**config.mk**
```make
export PLATFORM = sky130hd
export DESIGN_NAME = line_cache
export DESIGN_NICKNAME = d
export VERILOG_FILES = /design/src/rtl/cache_pkg.sv /design/src/rtl/cache_line_array.sv /design/src/rtl/line_cache.sv
export SDC_FILE = /design/constraint.sdc
export NUM_CORES = 1
export LEC_CHECK = 0
export BUFFER_PORTS_ARGS = -buffer_cell sky130_fd_sc_hd__buf_2
export CORE_MARGIN = 2
export CORE_UTILIZATION = 35
export DETAILED_ROUTE_END_ITERATION = 7
export GPL_ROUTABILITY_DRIVEN = 0
export PLACE_DENSITY_LB_ADDON = 0.15
export RECOVER_POWER = 50
export SYNTH_ARGS = -nofsm -noshare
export SYNTH_HDL_FRONTEND = slang
export SYNTH_SLANG_ARGS = --single-unit
```
**constraint.sdc**
```tcl
create_clock -name clk -period 7.2 [get_ports clk]
set_input_delay 0.72 -clock clk [delete_from_list [all_inputs] [get_ports clk]]
set_output_delay 0.72 -clock clk [all_outputs]
set_load 0.005 [all_outputs]
```
**src/rtl/cache_pkg.sv**
```systemverilog
// Shared types and address-split helpers for the direct-mapped line cache.
package cache_pkg;

    typedef enum logic [1:0] {IDLE, FILL, WRITE} state_e;

    function automatic int off_w(input int line_bytes);
        return $clog2(line_bytes);
    endfunction

    function automatic int idx_w(input int lines);
        return $clog2(lines);
    endfunction

    // A single-line cache has no index bits, but signals still need width 1.
    function automatic int idx_sel_w(input int lines);
        return (lines > 1) ? $clog2(lines) : 1;
    endfunction

    function automatic int tag_w(input int addr_w, input int line_bytes, input int lines);
        return addr_w - off_w(line_bytes) - idx_w(lines);
    endfunction

endpackage

```
**src/rtl/cache_line_array.sv**
```systemverilog
// Byte storage for all cache lines: one synchronous write port, asynchronous read.
module cache_line_array
    import cache_pkg::*;
#(
    parameter int LINE_BYTES = 32,
    parameter int LINES      = 4
) (
    input  logic                           clk,
    input  logic                           we_i,
    input  logic [idx_sel_w(LINES)-1:0]    idx_i,
    input  logic [off_w(LINE_BYTES)-1:0]   off_i,
    input  logic [7:0]                     wdata_i,
    output logic [7:0]                     rdata_o
);

    logic [7:0] bytes_q [LINES][LINE_BYTES];

    always_ff @(posedge clk) begin
        if (we_i) begin
            bytes_q[idx_i][off_i] <= wdata_i;
        end
    end

    assign rdata_o = bytes_q[idx_i][off_i];

endmodule

```
**src/rtl/line_cache.sv**
```systemverilog
// Direct-mapped, write-through, no-write-allocate byte cache. Read misses stall
// the CPU while the whole line is refilled over a req/ack memory handshake.
module line_cache
    import cache_pkg::*;
#(
    parameter int ADDR_W     = 8,
    parameter int LINE_BYTES = 32,
    parameter int LINES      = 4
) (
    input  logic              clk,
    input  logic              reset,
    input  logic [ADDR_W-1:0] cpu_addr,
    input  logic              cpu_rd,
    input  logic              cpu_wr,
    input  logic [7:0]        cpu_wdata,
    input  logic              flush,
    output logic [7:0]        cpu_rdata,
    output logic              cpu_ready,
    output logic [ADDR_W-1:0] mem_addr,
    output logic              mem_rd,
    output logic              mem_wr,
    output logic [7:0]        mem_wdata,
    input  logic [7:0]        mem_rdata,
    input  logic              mem_ack
);

    localparam int OFF_W  = off_w(LINE_BYTES);
    localparam int IDX_W  = idx_w(LINES);
    localparam int IDX_WS = idx_sel_w(LINES);
    localparam int TAG_W  = tag_w(ADDR_W, LINE_BYTES, LINES);

    state_e               state_q;
    logic [OFF_W-1:0]     cnt_q;
    logic [LINES-1:0]     valid_q;
    logic [TAG_W-1:0]     tag_q [LINES];

    logic [OFF_W-1:0]     off;
    logic [IDX_WS-1:0]    idx;
    logic [TAG_W-1:0]     tag;
    logic                 hit;
    logic                 fill_done;
    logic                 arr_we;
    logic [OFF_W-1:0]     arr_off;
    logic [7:0]           arr_wdata;
    logic [7:0]           arr_rdata;

    assign off = cpu_addr[OFF_W-1:0];
    assign tag = cpu_addr[ADDR_W-1 -: TAG_W];

    if (IDX_W > 0) begin : g_idx
        assign idx = cpu_addr[OFF_W +: IDX_WS];
    end else begin : g_noidx
        assign idx = '0;
    end

    assign hit       = valid_q[idx] && (tag_q[idx] == tag);
    assign fill_done = (state_q == FILL) && mem_ack && (&cnt_q);

    // Fill beats always land; a write only touches the array when it hits.
    assign arr_we    = mem_ack && ((state_q == FILL) || ((state_q == WRITE) && hit));
    assign arr_off   = (state_q == FILL) ? cnt_q : off;
    assign arr_wdata = (state_q == FILL) ? mem_rdata : cpu_wdata;

    cache_line_array #(
        .LINE_BYTES (LINE_BYTES),
        .LINES      (LINES)
    ) u_array (
        .clk     (clk),
        .we_i    (arr_we),
        .idx_i   (idx),
        .off_i   (arr_off),
        .wdata_i (arr_wdata),
        .rdata_o (arr_rdata)
    );

    always_ff @(posedge clk or posedge reset) begin
        if (reset) begin
            state_q <= IDLE;
            cnt_q   <= '0;
            valid_q <= '0;
        end else begin
            if (flush) begin
                valid_q <= '0;
            end
            case (state_q)
                IDLE: begin
                    if (cpu_wr) begin
                        state_q <= WRITE;
                    end else if (cpu_rd && !hit) begin
                        cnt_q   <= '0;
                        state_q <= FILL;
                    end
                end
                FILL: begin
                    if (mem_ack) begin
                        cnt_q <= cnt_q + OFF_W'(1);
                        if (&cnt_q) begin
                            // Overrides a coincident flush: this line is fresh from memory.
                            valid_q[idx] <= 1'b1;
                            state_q      <= IDLE;
                        end
                    end
                end
                WRITE: begin
                    if (mem_ack) begin
                        state_q <= IDLE;
                    end
                end
                default: state_q <= IDLE;
            endcase
        end
    end

    always_ff @(posedge clk) begin
        if (fill_done) begin
            tag_q[idx] <= tag;
        end
    end

    always_comb begin
        cpu_ready = 1'b0;
        cpu_rdata = '0;
        mem_rd    = 1'b0;
        mem_wr    = 1'b0;
        mem_addr  = '0;
        mem_wdata = '0;
        if (!reset) begin
            case (state_q)
                IDLE: begin
                    cpu_ready = !cpu_wr && (!cpu_rd || hit);
                    if (!cpu_wr && cpu_rd && hit) begin
                        cpu_rdata = arr_rdata;
                    end
                end
                FILL: begin
                    mem_rd   = 1'b1;
                    mem_addr = {cpu_addr[ADDR_W-1:OFF_W], cnt_q};
                end
                WRITE: begin
                    mem_wr    = 1'b1;
                    mem_addr  = cpu_addr;
                    mem_wdata = cpu_wdata;
                    cpu_ready = mem_ack;
                end
                default: ;
            endcase
        end
    end

endmodule

```
==> run summary <==
Worst setup SP type -> register
Int Pwr -> 10.48 mW
Fin Setup TNS -> 0 ns
period utilization -> 81.22%
clk buf depth -> 3
Worst Tran Pin Value -> 3.203 ns
Post-Syn Nets -> 1978
RSZ-0062 raised after global routing -> false
DR vias/cell -> 5.397
chip height -> 345.1 um
clock latency on the worst-skew pair -> 0.68 ns
Die Area -> 119100 um^2
Port Buffers -> 56
Pre-antenna DRT Iters -> 5
# IOs -> 57
DR iter-0 viols -> 1956
PwrDens -> 305.7 nW/um^2
Critical Path End Type -> register
number of max-cap violations -> 14
Routed WL -> 103500 um
layout cells sized above 1 -> 25.24%
worst relative slew slack -> -113.5%
final hold vios -> 0
GR Overflow Total -> 0
Layout Skew -> 0.01988 ns
number of post-CTS setup repair buffers -> 0
Comb pwr share -> 11.8%
DP Area -> 42680 um^2
Critical Setup Path Class -> register to register
synth top area cells -> edfxtp_1 (76%), mux4_2 (14%), a22oi_1 (2.3%)
largest net degree at the start of global routing -> 101
failing checks -> max-capacitance violations, max-slew violations
WHS -> 0.1203 ns
cell taking the most area after synthesis -> edfxtp_1
Net Sw Frac -> 25.24%
Yosys reg bits -> 1039
fin. max-slew vios -> 851
share of the synthesized area in the top cell type -> 75.82%
CTS-repair resized insts -> 0
CTS H-tree lvls -> 3
initial antenna violation count -> 2
HP Class -> input pin to async pin
Synth cell types -> 45
fin area -> 45880 um^2
vias in the first global route -> 20450
outcome -> finished, violations left
Max Freq -> 171.0 MHz
Arr. time, crit path -> 5.86 ns
first-pass GRT wire length -> 148300 um
final setup vio count -> 0
Finished Core Util -> 39.64%
nets -> 2067
Cell Rows -> 125
Synth Instances -> 1943
residual DRC count -> 0
Seq pwr share -> 50.6%
Hold-fix buffers, CTS -> 0
fin crit period -> 5.848 ns
CTS tree -> built
Final HPWL DP -> 60440 um
Inserted Clock Buffers -> 106
Area Overhead vs Synth -> 12.68%
sequential share of the synthesized area -> 76.50%
via count -> 19630
Critical Path RT -> 7.21 ns
Lkg Pwr -> 14.14 nW
Crit Path Max Fanout -> 65
Clock power frac -> 37.5%
antenna viol nets, final -> 0
root buffer cell -> clkbuf_16
Avg Inst Size Synth -> 20.95 um^2
clock-pin slew on the worst setup and hold paths -> 0.06 ns
Starting Density -> 35.18%
R2R setup slack -> 1.35 ns
Die X -> 345.1 um
Synthesis Warnings -> 0
post-DR wirelength/cell -> 28.45 um
Syn Std Cell Area -> 40710 um^2
Placeable Area -> 115700 um^2
Total Routing Usage GR -> 17.21%
clock sinks -> 1039
Net Switching -> 3.539 mW
peak supply drop -> 180.0 uV
overall power -> 14.02 mW
[per-stage QoR]
| step | std cells | setup WS, ns |
|---|---|---|
| 6_report | 3637 | 1.352 |
| 5_1_grt | 3636 | 0.9157 |
| 4_1_cts | 3636 | 1.896 |
| 3_5_place_dp | 3448 | 2.186 |
| 3_3_place_gp | 3448 | 2.124 |
| 2_1_floorplan | 1943 | 4.175 |
[layer usage]
layer	up-vias	track usage, %	share of wire, %
met2	645	27.48	48
met1	10540	23.53	43
met4	2	5.979	3.0
met3	163	3.490	6.3
met5	-	0	0.0097
li1	8282	-	-
[power groups by stage]
stage               clock network, mW  logic [mW]  registers (mW)
global route                     5.60        1.77            7.11
floorplan                           0       0.905            7.19
global placement                    0        1.68            7.18
finish                           5.27        1.66            7.10
CTS                              5.38        1.71            7.06
detailed placement                  0        1.71            7.19
[Yosys cell counts, drive strengths merged]
master and n:
and3 2, a41o 2, o22ai 5, a41oi 7, nor2 162, a21boi 2, a22o 19, dfrtp 11
o21ai 14, nor3b 5, nor2b 3, and2 11, and3b 3, xnor2 1, nand2b 3, mux4 258
a222oi 4, o2bb2ai 1, nor3 3, ha 5, nand4 2, edfxtp 1028, buf 85, nand2 87
o22a 3, clkbuf 28, a21oi 24, nand3 7, o221ai 1, or2 5, a32oi 1, a22oi 126
inv 16, mux2 9
[final cells by class]
type / count / area [um^2]
repair buffers: 94 / 633.1
flip-flops and latches: 1039 / 31140
inverters: 16 / 60.06
clock buffers: 126 / 2749
diodes: 1 / 2.502
clock inverters: 62 / 525.5
fillers: 10360 / 69860
well taps: 1524 / 1907
multi-input cells: 775 / 8856
[cell families after synthesis]
kind of cell / after synthesis / share of synthesized area (%)
xor+xnor: 1 / 0.03996
mux: 267 / 14.52
flops: 1039 / 76.50
buf+inv: 129 / 1.736
simple gates: 293 / 3.251
fa+ha+maj: 5 / 0.1537
compound gates: 209 / 3.802
[layout by cell type, fill, tap and decap left out, types with 6 or more instances in the layout]
cell type and n:
bufinv_16 9, clkinv_1 25, mux2_1 8, o21ai_1 6, and2_1 11, a41oi_1 6, o21ai_0 8, buf_4 26
buf_12 6, nand2_1 54, a22oi_1 126, nor2_1 155, buf_2 47, clkinv_2 21, inv_1 16, a21oi_1 24
clkbuf_1 29, nand2_2 33, dfrtp_1 11, nand3_1 7, a22o_1 19, mux4_2 258, clkbuf_16 107, edfxtp_1 1028
[state kept, by name, indices dropped and copies added (netlist names)]
name             cells
tag_q                4
cnt_q                5
u_array.bytes_q   1024
state_q              2
valid_q              4
[path summary, 6_finish.rpt]
check	from	endpoint	cells past startpoint
max in group asynchronous	reset	cnt_q[0]$_DFFE_PP0P_	2
max reg2reg	state_q[1]$_DFFE_PP0P_	u_array.bytes_q[2][171]$_DFFE_PP_	5
max	state_q[1]$_DFFE_PP0P_	u_array.bytes_q[2][171]$_DFFE_PP_	5
min reg2reg	valid_q[0]$_DFF_PP0_	valid_q[0]$_DFF_PP0_	2
min in group clk	flush	valid_q[1]$_DFF_PP0_	2
min	reset	state_q[0]$_DFFE_PP0P_	2
[worst max-delay path, stage by stage (launching register included)]
cell      delay (ns)
dfrtp_1         0.42
inv_1           0.09
ha_1            0.14
buf_4           0.33
mux2_1          1.74
clkbuf_1        2.35
Note: power is estimated with default switching activity, not from simulation.
